File: src/rtl/can_pkg.sv
// Shared CAN constants, scheduler state encoding and small helpers.
// Pure declarations, no latency; no flow control of its own.
// Imported by the TX scheduler and the priority picker.
package can_pkg;

    localparam int CAN_ID_W    = 11;
    localparam int CAN_MAX_DLC = 8;

    typedef enum logic [2:0] {
        ST_IDLE,
        ST_SELECT,
        ST_LAUNCH,
        ST_WAIT,
        ST_BACKOFF
    } sched_state_t;

    function automatic int idx_width(input int n);
        return (n > 1) ? $clog2(n) : 1;
    endfunction

    function automatic logic [3:0] clamp_dlc(input logic [3:0] dlc);
        return (dlc > 4'(CAN_MAX_DLC)) ? 4'(CAN_MAX_DLC) : dlc;
    endfunction

endpackage

File: src/rtl/can_tx_scheduler_if.sv
// Requester bundle plus node TX frame port shared by the scheduler and its environment.
// Wires only, no latency.
// Requesters hold req_valid until done/fail; the node paces launches through bus_idle.
interface can_tx_scheduler_if
    import can_pkg::*;
#(
    parameter int N_REQ = 4,
    parameter int ID_W  = CAN_ID_W
);
    logic [N_REQ-1:0]      req_valid;
    logic [N_REQ*ID_W-1:0] req_id;
    logic [N_REQ*4-1:0]    req_dlc;
    logic [N_REQ*64-1:0]   req_data;
    logic [N_REQ-1:0]      req_done;
    logic [N_REQ-1:0]      req_fail;

    logic                  tx_start;
    logic [ID_W-1:0]       tx_id;
    logic [3:0]            tx_dlc;
    logic [63:0]           tx_data;
    logic                  bus_idle;
    logic                  tx_ack;
    logic                  tx_lost;
    logic                  tx_err;

    // Scheduler side
    modport slave (
        input  req_valid, req_id, req_dlc, req_data, bus_idle, tx_ack, tx_lost, tx_err,
        output req_done, req_fail, tx_start, tx_id, tx_dlc, tx_data
    );

    // Requesters plus node side
    modport master (
        output req_valid, req_id, req_dlc, req_data, bus_idle, tx_ack, tx_lost, tx_err,
        input  req_done, req_fail, tx_start, tx_id, tx_dlc, tx_data
    );

endinterface

File: src/rtl/can_prio_select.sv
// Picks the valid entry with the lowest identifier, ties resolved to the lowest index.
// Combinational, zero latency.
// No flow control; found is low when nothing is valid.
module can_prio_select
    import can_pkg::*;
#(
    parameter int N     = 4,
    parameter int ID_W  = CAN_ID_W,
    parameter int IDX_W = idx_width(N)
) (
    input  logic [N-1:0]      valid,
    input  logic [N*ID_W-1:0] id,
    output logic [IDX_W-1:0]  win_idx,
    output logic              found
);

    logic [ID_W-1:0] best_id;

    always_comb begin
        win_idx = '0;
        found   = 1'b0;
        best_id = '0;
        // Strict compare keeps the earlier index on equal identifiers
        for (int i = 0; i < N; i++) begin
            if (valid[i] && (!found || (id[i*ID_W +: ID_W] < best_id))) begin
                found   = 1'b1;
                best_id = id[i*ID_W +: ID_W];
                win_idx = IDX_W'(i);
            end
        end
    end

endmodule

File: src/rtl/can_tx_scheduler.sv
// Shares one CAN TX path among N_REQ sources: lowest-ID arbitration, retry budget, error backoff.
// Latency: request seen in IDLE -> tx_start 3 edges later; done/fail one edge after the response.
// Backpressure: waits for bus_idle before selecting; requesters hold req_valid until done/fail.
module can_tx_scheduler
    import can_pkg::*;
#(
    parameter int N_REQ       = 4,
    parameter int ID_W        = CAN_ID_W,
    parameter int MAX_RETRY   = 3,
    parameter int BACKOFF_CYC = 16,
    parameter int WDOG_CYC    = 4096
) (
    input  logic               CLK,
    input  logic               RESET,
    can_tx_scheduler_if.slave  bus
);

    localparam int IDX_W  = idx_width(N_REQ);
    localparam int WDOG_W = $clog2(WDOG_CYC + 1);
    localparam int BO_W   = $clog2(BACKOFF_CYC + 1);

    typedef struct packed {
        logic [ID_W-1:0] id;
        logic [3:0]      dlc;
        logic [63:0]     data;
    } frame_t;

    sched_state_t           state;
    logic [IDX_W-1:0]       cur_idx;
    frame_t                 cur_frame;
    logic [N_REQ-1:0][3:0]  retry_cnt;
    logic [WDOG_W-1:0]      wdog_cnt;
    logic [BO_W-1:0]        backoff_cnt;
    logic                   tx_start_q;
    logic [N_REQ-1:0]       req_done_q;
    logic [N_REQ-1:0]       req_fail_q;

    logic [IDX_W-1:0]       win_idx;
    logic                   win_found;
    frame_t                 win_frame;
    logic [3:0]             next_retry;
    logic                   wdog_expire;

    can_prio_select #(
        .N    (N_REQ),
        .ID_W (ID_W),
        .IDX_W(IDX_W)
    ) u_prio_select (
        .valid  (bus.req_valid),
        .id     (bus.req_id),
        .win_idx(win_idx),
        .found  (win_found)
    );

    always_comb begin
        win_frame.id   = bus.req_id[int'(win_idx)*ID_W +: ID_W];
        win_frame.dlc  = clamp_dlc(bus.req_dlc[int'(win_idx)*4 +: 4]);
        win_frame.data = bus.req_data[int'(win_idx)*64 +: 64];
    end

    assign next_retry  = retry_cnt[cur_idx] + 4'd1;
    assign wdog_expire = (wdog_cnt == WDOG_W'(WDOG_CYC - 1));

    always_ff @(posedge CLK or posedge RESET) begin
        if (RESET) begin
            state       <= ST_IDLE;
            cur_idx     <= '0;
            cur_frame   <= '0;
            retry_cnt   <= '0;
            wdog_cnt    <= '0;
            backoff_cnt <= '0;
            tx_start_q  <= 1'b0;
            req_done_q  <= '0;
            req_fail_q  <= '0;
        end else begin
            tx_start_q <= 1'b0;
            req_done_q <= '0;
            req_fail_q <= '0;

            case (state)
                ST_IDLE: begin
                    for (int i = 0; i < N_REQ; i++) begin
                        if (!bus.req_valid[i]) retry_cnt[i] <= '0;
                    end
                    if ((|bus.req_valid) && bus.bus_idle) state <= ST_SELECT;
                end

                ST_SELECT: begin
                    // Everyone may have withdrawn since IDLE; fall back rather than launch garbage
                    if (win_found) begin
                        cur_idx   <= win_idx;
                        cur_frame <= win_frame;
                        state     <= ST_LAUNCH;
                    end else begin
                        state <= ST_IDLE;
                    end
                end

                ST_LAUNCH: begin
                    tx_start_q <= 1'b1;
                    wdog_cnt   <= '0;
                    state      <= ST_WAIT;
                end

                ST_WAIT: begin
                    if (bus.tx_ack) begin
                        req_done_q[cur_idx] <= 1'b1;
                        retry_cnt[cur_idx]  <= '0;
                        state               <= ST_IDLE;
                    end else if (bus.tx_err || (!bus.tx_lost && wdog_expire)) begin
                        if (next_retry == 4'(MAX_RETRY)) begin
                            req_fail_q[cur_idx] <= 1'b1;
                            retry_cnt[cur_idx]  <= '0;
                        end else begin
                            retry_cnt[cur_idx]  <= next_retry;
                        end
                        backoff_cnt <= '0;
                        state       <= ST_BACKOFF;
                    end else if (bus.tx_lost) begin
                        state <= ST_IDLE;
                    end else begin
                        wdog_cnt <= wdog_cnt + 1'b1;
                    end
                end

                ST_BACKOFF: begin
                    if (backoff_cnt == BO_W'(BACKOFF_CYC - 1)) state <= ST_IDLE;
                    else backoff_cnt <= backoff_cnt + 1'b1;
                end

                default: state <= ST_IDLE;
            endcase
        end
    end

    assign bus.tx_start = tx_start_q;
    assign bus.tx_id    = cur_frame.id;
    assign bus.tx_dlc   = cur_frame.dlc;
    assign bus.tx_data  = cur_frame.data;
    assign bus.req_done = req_done_q;
    assign bus.req_fail = req_fail_q;

endmodule

File: src/flat_wrapper.sv
// flat-port wrapper written by rule: the top's interface ports become plain ports
module can_tx_scheduler_flat import can_pkg::*;
#(
    parameter int N_REQ       = 4,
    parameter int ID_W        = CAN_ID_W,
    parameter int MAX_RETRY   = 3,
    parameter int BACKOFF_CYC = 16,
    parameter int WDOG_CYC    = 4096
)
  (CLK, RESET, bus_req_valid, bus_req_id, bus_req_dlc, bus_req_data, bus_bus_idle, bus_tx_ack, bus_tx_lost, bus_tx_err, bus_req_done, bus_req_fail, bus_tx_start, bus_tx_id, bus_tx_dlc, bus_tx_data);
  can_tx_scheduler_if #(.N_REQ(N_REQ), .ID_W(ID_W)) bus_i ();
  input  logic CLK;
  input  logic RESET;
  input wire logic [$bits(bus_i.req_valid)-1:0] bus_req_valid;
  input wire logic [$bits(bus_i.req_id)-1:0] bus_req_id;
  input wire logic [$bits(bus_i.req_dlc)-1:0] bus_req_dlc;
  input wire logic [$bits(bus_i.req_data)-1:0] bus_req_data;
  input wire logic [$bits(bus_i.bus_idle)-1:0] bus_bus_idle;
  input wire logic [$bits(bus_i.tx_ack)-1:0] bus_tx_ack;
  input wire logic [$bits(bus_i.tx_lost)-1:0] bus_tx_lost;
  input wire logic [$bits(bus_i.tx_err)-1:0] bus_tx_err;
  output wire logic [$bits(bus_i.req_done)-1:0] bus_req_done;
  output wire logic [$bits(bus_i.req_fail)-1:0] bus_req_fail;
  output wire logic [$bits(bus_i.tx_start)-1:0] bus_tx_start;
  output wire logic [$bits(bus_i.tx_id)-1:0] bus_tx_id;
  output wire logic [$bits(bus_i.tx_dlc)-1:0] bus_tx_dlc;
  output wire logic [$bits(bus_i.tx_data)-1:0] bus_tx_data;
  assign bus_i.req_valid = bus_req_valid;
  assign bus_i.req_id = bus_req_id;
  assign bus_i.req_dlc = bus_req_dlc;
  assign bus_i.req_data = bus_req_data;
  assign bus_i.bus_idle = bus_bus_idle;
  assign bus_i.tx_ack = bus_tx_ack;
  assign bus_i.tx_lost = bus_tx_lost;
  assign bus_i.tx_err = bus_tx_err;
  assign bus_req_done = bus_i.req_done;
  assign bus_req_fail = bus_i.req_fail;
  assign bus_tx_start = bus_i.tx_start;
  assign bus_tx_id = bus_i.tx_id;
  assign bus_tx_dlc = bus_i.tx_dlc;
  assign bus_tx_data = bus_i.tx_data;
  can_tx_scheduler #(.N_REQ(N_REQ), .ID_W(ID_W), .MAX_RETRY(MAX_RETRY), .BACKOFF_CYC(BACKOFF_CYC), .WDOG_CYC(WDOG_CYC)) u_core (.CLK(CLK), .RESET(RESET), .bus(bus_i));
endmodule
File: config.mk
export PLATFORM = sky130hd
export DESIGN_NAME = can_tx_scheduler_flat
export DESIGN_NICKNAME = d
export VERILOG_FILES = /design/src/rtl/can_pkg.sv /design/src/rtl/can_tx_scheduler_if.sv /design/src/rtl/can_prio_select.sv /design/src/rtl/can_tx_scheduler.sv /design/src/flat_wrapper.sv
export SDC_FILE = /design/constraint.sdc
export NUM_CORES = 1
export LEC_CHECK = 0
export BUFFER_PORTS_ARGS = -buffer_cell sky130_fd_sc_hd__buf_4
export CORE_AREA = 2 2 159 161
export DETAILED_ROUTE_END_ITERATION = 8
export DIE_AREA = 0 0 161 163
export PLACE_DENSITY = 0.66
export SLEW_MARGIN = 20
export SYNTH_ARGS = -nofsm -noshare
export SYNTH_HDL_FRONTEND = slang
export SYNTH_SLANG_ARGS = --single-unit
File: constraint.sdc
create_clock -name CLK -period 4.6 [get_ports CLK]
set_clock_uncertainty 0.15 [all_clocks]
set_input_delay 0.23 -clock CLK [delete_from_list [all_inputs] [get_ports CLK]]
set_output_delay 0.23 -clock CLK [all_outputs]
set_load 0.02 [all_outputs]
== Yosys cells after proc, flatten, opt, wreduce, memory -nomap -nowiden ==
Index checks and enable logic that the tools add are counted.

* Input bits: 326
* RAM bits: 0
* Bits in registers: 127
* Memories kept: 0
* Logic and storage cells: 124
* Bits in read-only memories: 0
* Output and inout port bits: 88
* Latch bits: 0

* Equality and inequality tests: 20
* $lt $le $gt $ge: 6
* $add $sub $neg: 3
* Shift operators: 3
* Multipliers: 1
* Muxes and demuxes: 48
* Bitwise logic cells: 2
* Divide/modulo/power cells: 0
* Reductions and logical operators: 27

{| class="wikitable"
|+ Operators by type and width
! cell !! number
|-
| $shiftx A256 B9 Y64 || 1
|-
| $mux W4 || 13
|-
| $mux W16 || 3
|-
| $shiftx A44 B32 Y11 || 1
|-
| $mux W13 || 3
|-
| $lt A11 B11 Y1 || 3
|-
| $mux W11 || 3
|-
| $pmux W16 S2 || 1
|-
| $pmux W13 S2 || 1
|-
| $and A16 B16 Y16 || 1
|-
| $bwmux W16 || 1
|-
| $ne A2 B2 Y1 const B || 8
|-
| $not A16 Y16 || 1
|-
| $shiftx A16 B5 Y4 || 1
|-
| $mux W3 || 5
|-
| $mux W5 || 3
|-
| $pmux W3 S5 || 1
|-
| $reduce_and A3 Y1 || 5
|-
| $add A13 B1 Y13 const B || 1
|-
| $eq A13 B12 Y1 const B || 1
|-
| $pmux W5 S2 || 1
|-
| $bmux W4 S2 || 1
|-
| $demux W4 S2 || 1
|-
| $reduce_and A4 Y1 || 2
|-
| 24 further kinds || 48
|}

== Logic depth before layout (Yosys ltp) ==
Gate-level depths: netlist of the first run.

* Word-level depth: 16
* Gate-level depth with buffers: 35
* Gate-level depth less buffers: 26

== Hierarchy ==
From an unflattened synthesis of the first run, not the netlist that was laid out.

* Cells, all modules: 833
* Area total of the unflattened synthesis: 8,484.4 um2

{| class="wikitable"
|+ Modules (own cells, without submodules)
! module !! area each (um2) !! seq. area each (um2) !! instances !! cells each
|-
| can_tx_scheduler || 7,340.8 || 3,178.0 || 1 || 683
|-
| can_prio_select || 1,143.6 || 0.0 || 1 || 150
|}

== Least setup slack after synthesis of the first run ==
No wires, ideal clock.

* Path type: input to register
* Start: input port bus_req_valid[0]
* End: register u_core.cur_frame (netlist bit u_core.bus.tx_data[12])
* Buffers on the path: 10
* Stages: 35
* Library setup time: 0.129 ns
* Required time: 4.321 ns
* Slack: -2.060 ns
* Arrival time: 6.381 ns
* Cell sequence: buf_4 clkbuf_1 nand2_1 ha_1 a21oi_1 o21ai_2 a311oi_2 a21boi_1 nand2b_1 buf_2 and2_1 clkbuf_1 a21boi_1 ha_1 a21o_1 a21oi_1 o211ai_1 or3b_1 buf_2 and2_1 buf_2 buf_2 buf_2 a21o_1 ha_1 a21o_1 a31oi_1 o31ai_1 o2111a_1 nand2_1 o221a_4 buf_6 buf_2 o32ai_1 a21oi_1

* Longest elaborated chain between the ends: 14
* Elaborated cells between the ends (all ways): 24
* Those cells by class: order compare (3); shift (1); mux (10); reduce/logical (10)

{| class="wikitable"
|+ RTL lines
! what !! line !! source
|-
| from (decl) || flat_wrapper.sv:14 || <nowiki>input wire logic [$bits(bus_i.req_valid)-1:0] bus_req_valid;</nowiki>
|-
| $mux W11 / $mux W1 (equally long branches) || can_prio_select.sv:25 || <nowiki>if (valid[i] && (!found || (id[i*ID_W +: ID_W] < best_id))) begin</nowiki>
|-
| $lt A11 B11 Y1 / $logic_not A1 Y1 (equally long branches) || can_prio_select.sv:25 ||
|-
| $logic_or A1 B1 Y1 || can_prio_select.sv:25 ||
|-
| $logic_and A1 B1 Y1 || can_prio_select.sv:25 ||
|-
| $mux W11 / $mux W1 (equally long branches) || can_prio_select.sv:25 ||
|-
| $lt A11 B11 Y1 / $logic_not A1 Y1 (equally long branches) || can_prio_select.sv:25 ||
|-
| $logic_or A1 B1 Y1 || can_prio_select.sv:25 ||
|-
| $logic_and A1 B1 Y1 || can_prio_select.sv:25 ||
|-
| $mux W11 / $mux W1 (equally long branches) || can_prio_select.sv:25 ||
|-
| $lt A11 B11 Y1 / $logic_not A1 Y1 (equally long branches) || can_prio_select.sv:25 ||
|-
| $logic_or A1 B1 Y1 || can_prio_select.sv:25 ||
|-
| $logic_and A1 B1 Y1 || can_prio_select.sv:25 ||
|-
| $mux W2 / $mux W1 (equally long branches) || can_prio_select.sv:25 ||
|-
| $shiftx A256 B9 Y64 / $reduce_and A2 Y1 (equally long branches) || -- ||
|-
| to (signal assigned) || can_tx_scheduler.sv:92 || <nowiki>cur_frame <= win_frame;</nowiki>
|-
| to (decl) || can_tx_scheduler.sv:30 || <nowiki>frame_t cur_frame;</nowiki>
|}

Parallel ways exist; a longest one is shown, timed or not.
A chain may end at the register's enable or synchronous reset.

== Worst setup path in the final report of the first run ==
* Start: input port bus_req_valid[0]
* End: register u_core.cur_frame (netlist bit u_core.bus.tx_id[4])

* Longest elaborated chain between the ends: 15
* Elaborated cells between the ends (all ways): 25
* Those cells by class: mul (1); order compare (3); shift (1); mux (10); reduce/logical (10)

{| class="wikitable"
|+ RTL lines
! what !! line !! source
|-
| $mux W11 / $mux W1 (equally long branches) || can_prio_select.sv:25 ||
|-
| $lt A11 B11 Y1 / $logic_not A1 Y1 (equally long branches) || can_prio_select.sv:25 ||
|-
| $logic_or A1 B1 Y1 || can_prio_select.sv:25 ||
|-
| $logic_and A1 B1 Y1 || can_prio_select.sv:25 ||
|-
| $mux W11 / $mux W1 (equally long branches) || can_prio_select.sv:25 ||
|-
| $lt A11 B11 Y1 / $logic_not A1 Y1 (equally long branches) || can_prio_select.sv:25 ||
|-
| $logic_or A1 B1 Y1 || can_prio_select.sv:25 ||
|-
| $logic_and A1 B1 Y1 || can_prio_select.sv:25 ||
|-
| $mux W11 / $mux W1 (equally long branches) || can_prio_select.sv:25 ||
|-
| $lt A11 B11 Y1 / $logic_not A1 Y1 (equally long branches) || can_prio_select.sv:25 ||
|-
| $logic_or A1 B1 Y1 || can_prio_select.sv:25 ||
|-
| $logic_and A1 B1 Y1 || can_prio_select.sv:25 ||
|-
| $mux W2 || can_prio_select.sv:25 ||
|-
| $mul A2 B4 Y6 || can_tx_scheduler.sv:56 || <nowiki>win_frame.id = bus.req_id[int'(win_idx)*ID_W +: ID_W];</nowiki>
|-
| $shiftx A44 B32 Y11 || can_tx_scheduler.sv:56 ||
|}

Parallel ways exist; a longest one is shown, timed or not.

==> qor.yml, run 1 <==
timing:
  worst_hold_slack_ps: 13.9
  tightest_slew_ps: 884
  period_share_pct: 121
  setup_viol: 81
  fmax_mhz: 180
  maxSlewHeadroom_pct: 41.0
  grt_setup_unrepaired: "yes"
  slew_violations: 0
  finalHoldViolations: 0
  setup_ws_ps: -952
  finalCriticalPeriod_ps: 5550
synthesis:
  syn_area_per_cell_um2: 8.38
  syn-cell-area_mm2: 0.00849
  yosysSeqAreaShare_pct: 37.4
  synth_top_cell_by_area: "dfrtp_1"
  yosys-top-cells-count: "224 x a21oi_1, 171 x nand2_1, 127 x dfrtp_1"
  synth_cell_types: 66
  synthCells: 1014
  synth_nets: 1375
  synthTopCellsByArea: "dfrtp_1 37%, a21oi_1 13%, nand2_1 7.6%"
  synth_top_area_share_pct: 37.4
  synthFlopType: "dfrtp_1"
  async_reset_ff_share_pct: 100
  synth_edf_count: 0
  yosysMostFrequentCell: "a21oi_1"
  ys_ff_latch: 127
  yosys_warnings: 0
critical_path:
  worstPathArrival_ps: 5750
  cp_data_required_time_ps: 4800
  critPathMaxStageDelay_ps: 430
  path_common_cell: "a21oi_2"
  critPathSlowestCell: "a2111oi_4"
  crit_path_start_kind: "input port"
  path_class: "input port to flip-flop"
  cp_max_fo: 6
  endpoint_kind: "flip-flop"
cts:
  clock_latency_ps: 420
  cts.sinks: 127
  path_clk_slew_ps: 70
  tritoncts: "yes"
  htreeDepth: 4
  cts-root-buf: "clkbuf_16"
  cts_buffers: 17
  clockBufferDepth: 2
power_and_ir_drop:
  p_per_area_mw_per_mm2: 480
  vdd_drop_max_uv: 241
  leakage_nw: 6.87
global_routing:
  grt_pass1_wl_um: 59300
  grt_usage_pct: 28.9
  grt_pass1_vias: 10800
  grt-ovfl-total: 0
  busiest_layer: "met2"
  met1_usage_pct: 36.9
  grt_max_degree: 91
  grt.met3_usage_pct: 5.98
  antenna_found_initial: 2
  met2_usage_pct: 47.9
layout:
  drive_gt1_share_pct: 44.1
  fin_util_pct: 61.2
  area_growth_pct: 77.8
  fillers: 2136
  fin_nets: 1943
floorplan:
  core-area_mm2: 0.0247
  die_w_um: 161
  start_util_pct: 34.4
  rows: 58
  floorplan.die_area_mm2: 0.0262
  io_pins: 414
  die_h_um: 163
job:
  cap_violations: 0
drt:
  drc: 0
  num_vias: 10700
  first_iter_violations: 950
  post_drt_wl_per_cell_um: 20.9
  wl_um: 40200
  viasPerCell: 5.57
  drtPass1Iterations: 6
  ant_nets: 0
placement:
  gp_congestion: 0.926
  port_buffers: 413
  dpl.hpwl_um: 27400
run_status:
  status: "complete, but fails checks"
  violations: "negative setup slack"
min_path:
  worst_hold_path_type: "input port to flip-flop"
==> cell families after synthesis <==
family	after synthesis	synth area share, %
buf+inv	89	4.83
flops	127	37.4
xor+xnor	13	1.34
simple gates	334	17.2
fa+ha+maj	35	5.16
compound gates	404	31.9
mux	12	2.11
==> final timing paths <==
kind                                            startpoint                                 end  slack, ps  cells after the start
min                                       bus_req_data[91]  u_core.bus.tx_data[27]$_DFFE_PP0P_         10                      3
max                                       bus_req_valid[0]     u_core.bus.tx_id[4]$_DFFE_PP0P_       -950                     30
min in group asynchronous                            RESET     u_core.bus.tx_id[7]$_DFFE_PP0P_        380                      3
max reg2reg                  u_core.cur_idx[0]$_DFFE_PP0P_    u_core.retry_cnt[13]$_DFFE_PP0P_       1670                      7
max in group asynchronous                            RESET  u_core.bus.tx_data[33]$_DFFE_PP0P_       2790                      4
min reg2reg                u_core.retry_cnt[4]$_DFFE_PP0P_     u_core.retry_cnt[4]$_DFFE_PP0P_        330                      1
==> cell type report <==
class,instances,area (um2),share of cell area (%)
tap,330,413,2.73
timing repair buffer,632,5310,35.1
inverter,6,27.5,0.182
clock buffer,20,457,3.02
clock inverter,12,110,0.729
multi-input combinational,798,5610,37.1
sequential,127,3180,21.0
antenna,3,7.51,0.0497
==> cell usage in the layout (no fill, tap or decap), types with 4 or more instances in the layout <==
master / netlist / layout
a21boi_1: 10 / 4
a21boi_2: 0 / 6
a21o_1: 15 / 15
a21oi_1: 224 / 182
a21oi_2: 0 / 42
a311o_1: 58 / 58
and3_1: 5 / 4
buf_12: 0 / 13
buf_4: 3 / 504
buf_6: 5 / 13
clkbuf_16: 0 / 20
clkinvlp_4: 0 / 4
dfrtp_1: 127 / 127
dlygate4sd3_1: 0 / 94
ha_1: 35 / 24
ha_4: 0 / 11
inv_1: 6 / 5
inv_6: 0 / 4
mux2i_1: 4 / 4
mux4_2: 4 / 4
nand2_1: 171 / 162
nand2_2: 1 / 6
nand2_4: 0 / 4
nand2b_1: 5 / 4
nand3_1: 19 / 17
nand4_1: 4 / 4
nor2_1: 89 / 87
nor2b_1: 4 / 4
nor3_1: 12 / 11
o21ai_0: 14 / 13
o21ai_1: 6 / 6
o221ai_1: 16 / 16
o31ai_1: 8 / 7
o32ai_2: 0 / 14
o41ai_2: 4 / 4
or3_1: 4 / 4
xnor2_1: 9 / 9
xor2_1: 4 / 4
==> critical path: cells and delay by family <==
| kind | cells | cell delay [ps] |
|---|---|---|
| AND/OR/NAND/NOR | 6 | 770 |
| AO/OA/AOI/OAI | 17 | 3400 |
| buffers and inverters | 4 | 590 |
| adder cells (fa/ha/maj) | 3 | 720 |
==> per-stage QoR <==
step | instances | TNS, ps | setup WS, ps | power [mW] | instance area (um2)
finish | 1928 | -70270 | -952 | 7.25 | 15100
global placement | 1776 | -109390 | -1400 | 5.31 | 12700
floorplan | 1014 | -121380 | -1550 | 3.88 | 8760
global route | 1927 | -87560 | -1150 | 7.66 | 15100
detailed placement | 1776 | -118340 | -1530 | 5.37 | 12700
CTS | 1918 | -59680 | -826 | 7.00 | 14800
==> flip-flops by register name, summed over array words and instances (netlist names) <==
name and cells:
u_core.backoff_cnt 5, u_core.bus.req_done 4, u_core.bus.tx_id 11, u_core.cur_idx 2
u_core.retry_cnt 16, u_core.bus.tx_dlc 4, u_core.wdog_cnt 13, u_core.bus.tx_data 64
u_core.bus.tx_start 1, u_core.state 3, u_core.bus.req_fail 4
==> power by group <==
part / internal, mW / leakage, nW / switching, mW
registers: 1.55 / 1.54 / 0.343
clock network: 0.776 / 0.269 / 0.568
logic: 1.76 / 5.07 / 2.25
==> timing repair <==
item	in CTS	in global routing
setup endpoints to repair	81	81
hold buffers	93	1
buffers inserted	13	4
endpoints found under the hold margin	164	1
gates resized for setup	68	53
pin swaps	31	31
gates cloned	4	4
==> metal layers <==
layer  part of all wire [%]  vias to the layer above
met5                      0                        -
met4                    3.7                        0
met3                    8.5                       96
met2                     48                      613
met1                     40                     5152
li1                       -                     4887
(Power assumes the default switching activity.)
==> run 2: changes to the inputs <==
Settings changed: TNS_END_PERCENT set to 100.
Clock period 4.6 ns to 5.3 ns, I/O delays scaled along.
==> qor.yml, run 2 (same netlist as run 1, synthesis figures left out) <==
timing:
  finalCriticalPeriod_ps: 5630
  worst_hold_slack_ps: -5.70
  tightest_slew_ps: 896
  finalHoldViolations: 1
  fmax_mhz: 178
  period_share_pct: 106
  maxSlewHeadroom_pct: 40.2
  slew_violations: 0
  setup_viol: 79
  grt_setup_unrepaired: "yes"
  setup_ws_ps: -333
cts:
  cts.sinks: 127
  tritoncts: "yes"
  cts-root-buf: "clkbuf_16"
  path_clk_slew_ps: 60
  clock_latency_ps: 420
  htreeDepth: 4
  clockBufferDepth: 2
  cts_buffers: 17
critical_path:
  critPathSlowestCell: "a2111oi_4"
  cp_data_required_time_ps: 5480
  crit_path_start_kind: "input port"
  critPathMaxStageDelay_ps: 410
  worstPathArrival_ps: 5810
  endpoint_kind: "flip-flop"
  path_class: "input port to flip-flop"
  rrSetupSlack_ps: 2410
  cp_max_fo: 15
floorplan:
  floorplan.die_area_mm2: 0.0262
  die_w_um: 161
  core-area_mm2: 0.0247
  io_pins: 414
  rows: 58
  start_util_pct: 34.4
  die_h_um: 163
min_path:
  worst_hold_path_type: "input port to flip-flop"
layout:
  fillers: 2125
  largest_reg_flops: 64
  fin_util_pct: 61.0
  fin_nets: 1936
  drive_gt1_share_pct: 46.3
  area_growth_pct: 77.1
  mostFrequentLayoutCell: "buf_4"
  layout_common_cells: "521 x buf_4, 173 x a21oi_1, 158 x nand2_1, 127 x dfrtp_1, 87 x nor2_1"
run_status:
  status: "complete, but fails checks"
  violations: "negative hold slack, negative setup slack"
drt:
  drc: 0
  ant_nets: 0
  num_vias: 10700
  viasPerCell: 5.56
  post_drt_wl_per_cell_um: 20.8
  first_iter_violations: 879
  drtPass1Iterations: 5
  wl_um: 40000
placement:
  dpl.hpwl_um: 27500
  gp_congestion: 0.952
  port_buffers: 413
global_routing:
  grt_max_degree: 77
  grt_pass1_wl_um: 60100
  grt_usage_pct: 29.4
  antenna_found_initial: 0
  grt-ovfl-total: 0
  grt_pass1_vias: 10900
job:
  cap_violations: 0
power_and_ir_drop:
  p_per_area_mw_per_mm2: 412
  vdd_drop_max_uv: 208
  leakage_nw: 6.84
==> run 2: cell count changes in the layout (fill, tap and decap cells not counted), sizes merged <==
cell,delta
buf,+19
bufinv,-1
clkbuf,-5
clkinv,+2
clkinvlp,-1
diode,-2
dlygate4sd3,-23
inv,+2
==> run 2: repair_timing <==
item                                    4_1_cts  5_1_grt
gates cloned                                  6        0
resized for setup                            94       51
endpoints found under the setup margin       81       81
pin swaps                                    41       26
hold endpoints to repair                    132        2
hold buffers                                 69        2
buffers inserted                             33        5
==> run 2: worst max-delay path: cells and delay by family <==
kind	cells	cell delay, ps
and+or+nand+nor	6	830
AOI/OAI and AO/OA	16	3340
adders and majority gates	3	760
buffers and inverters	4	590
==> run 2: cell type report <==
| cell class | count | area (um2) | share of cell area (%) |
|---|---|---|---|
| timing repair buffer | 625 | 5190 | 34.5 |
| antenna | 1 | 2.50 | 0.0166 |
| inverter | 6 | 27.5 | 0.183 |
| clock buffer | 18 | 439 | 2.92 |
| tap | 330 | 413 | 2.74 |
| multi-input combinational | 798 | 5680 | 37.8 |
| clock inverter | 14 | 108 | 0.715 |
| sequential | 127 | 3180 | 21.1 |
==> run 2: power breakdown <==
group / total (mW) / switching [mW] / internal (mW)
logic: 3.44 / 1.92 / 1.51
clock network: 1.12 / 0.504 / 0.618
registers: 1.64 / 0.289 / 1.35
==> run 2: path summary, 6_finish.rpt <==
path | start | end | cells past startpoint
worst min-delay path | bus_req_data[201] | u_core.bus.tx_data[9]$_DFFE_PP0P_ | 3
min in group asynchronous | RESET | u_core.bus.tx_id[5]$_DFFE_PP0P_ | 3
worst max-delay path | bus_req_valid[0] | u_core.bus.tx_data[49]$_DFFE_PP0P_ | 29
max in group asynchronous | RESET | u_core.bus.tx_data[41]$_DFFE_PP0P_ | 4
worst min register to register | u_core.retry_cnt[4]$_DFFE_PP0P_ | u_core.retry_cnt[4]$_DFFE_PP0P_ | 1
worst max register to register | u_core.cur_idx[0]$_DFFE_PP0P_ | u_core.retry_cnt[13]$_DFFE_PP0P_ | 7
==> run 2: through the flow <==
step           instances  area (um2)  setup TNS (ps)  setup WS [ps]  power, mW
5_1_grt             1918       15000          -36790           -559       6.55
6_report            1919       15000          -20450           -333       6.20
3_3_place_gp        1771       12600          -53770           -757       4.61
3_5_place_dp        1771       12600          -66720           -921       4.66
4_1_cts             1911       14700          -10710           -191       6.06
2_1_floorplan       1014        8760          -67510           -885       3.37
==> run 2: layer usage <==
metal | global-route usage [%] | wire, um | up-vias
li1 | - | - | 4881
met1 | 37.6 | 15900 | 5129
met2 | 48.0 | 19300 | 568
met3 | 6.44 | 3360 | 98
met4 | 12.9 | 1460 | 0
met5 | 0 | 0 | -
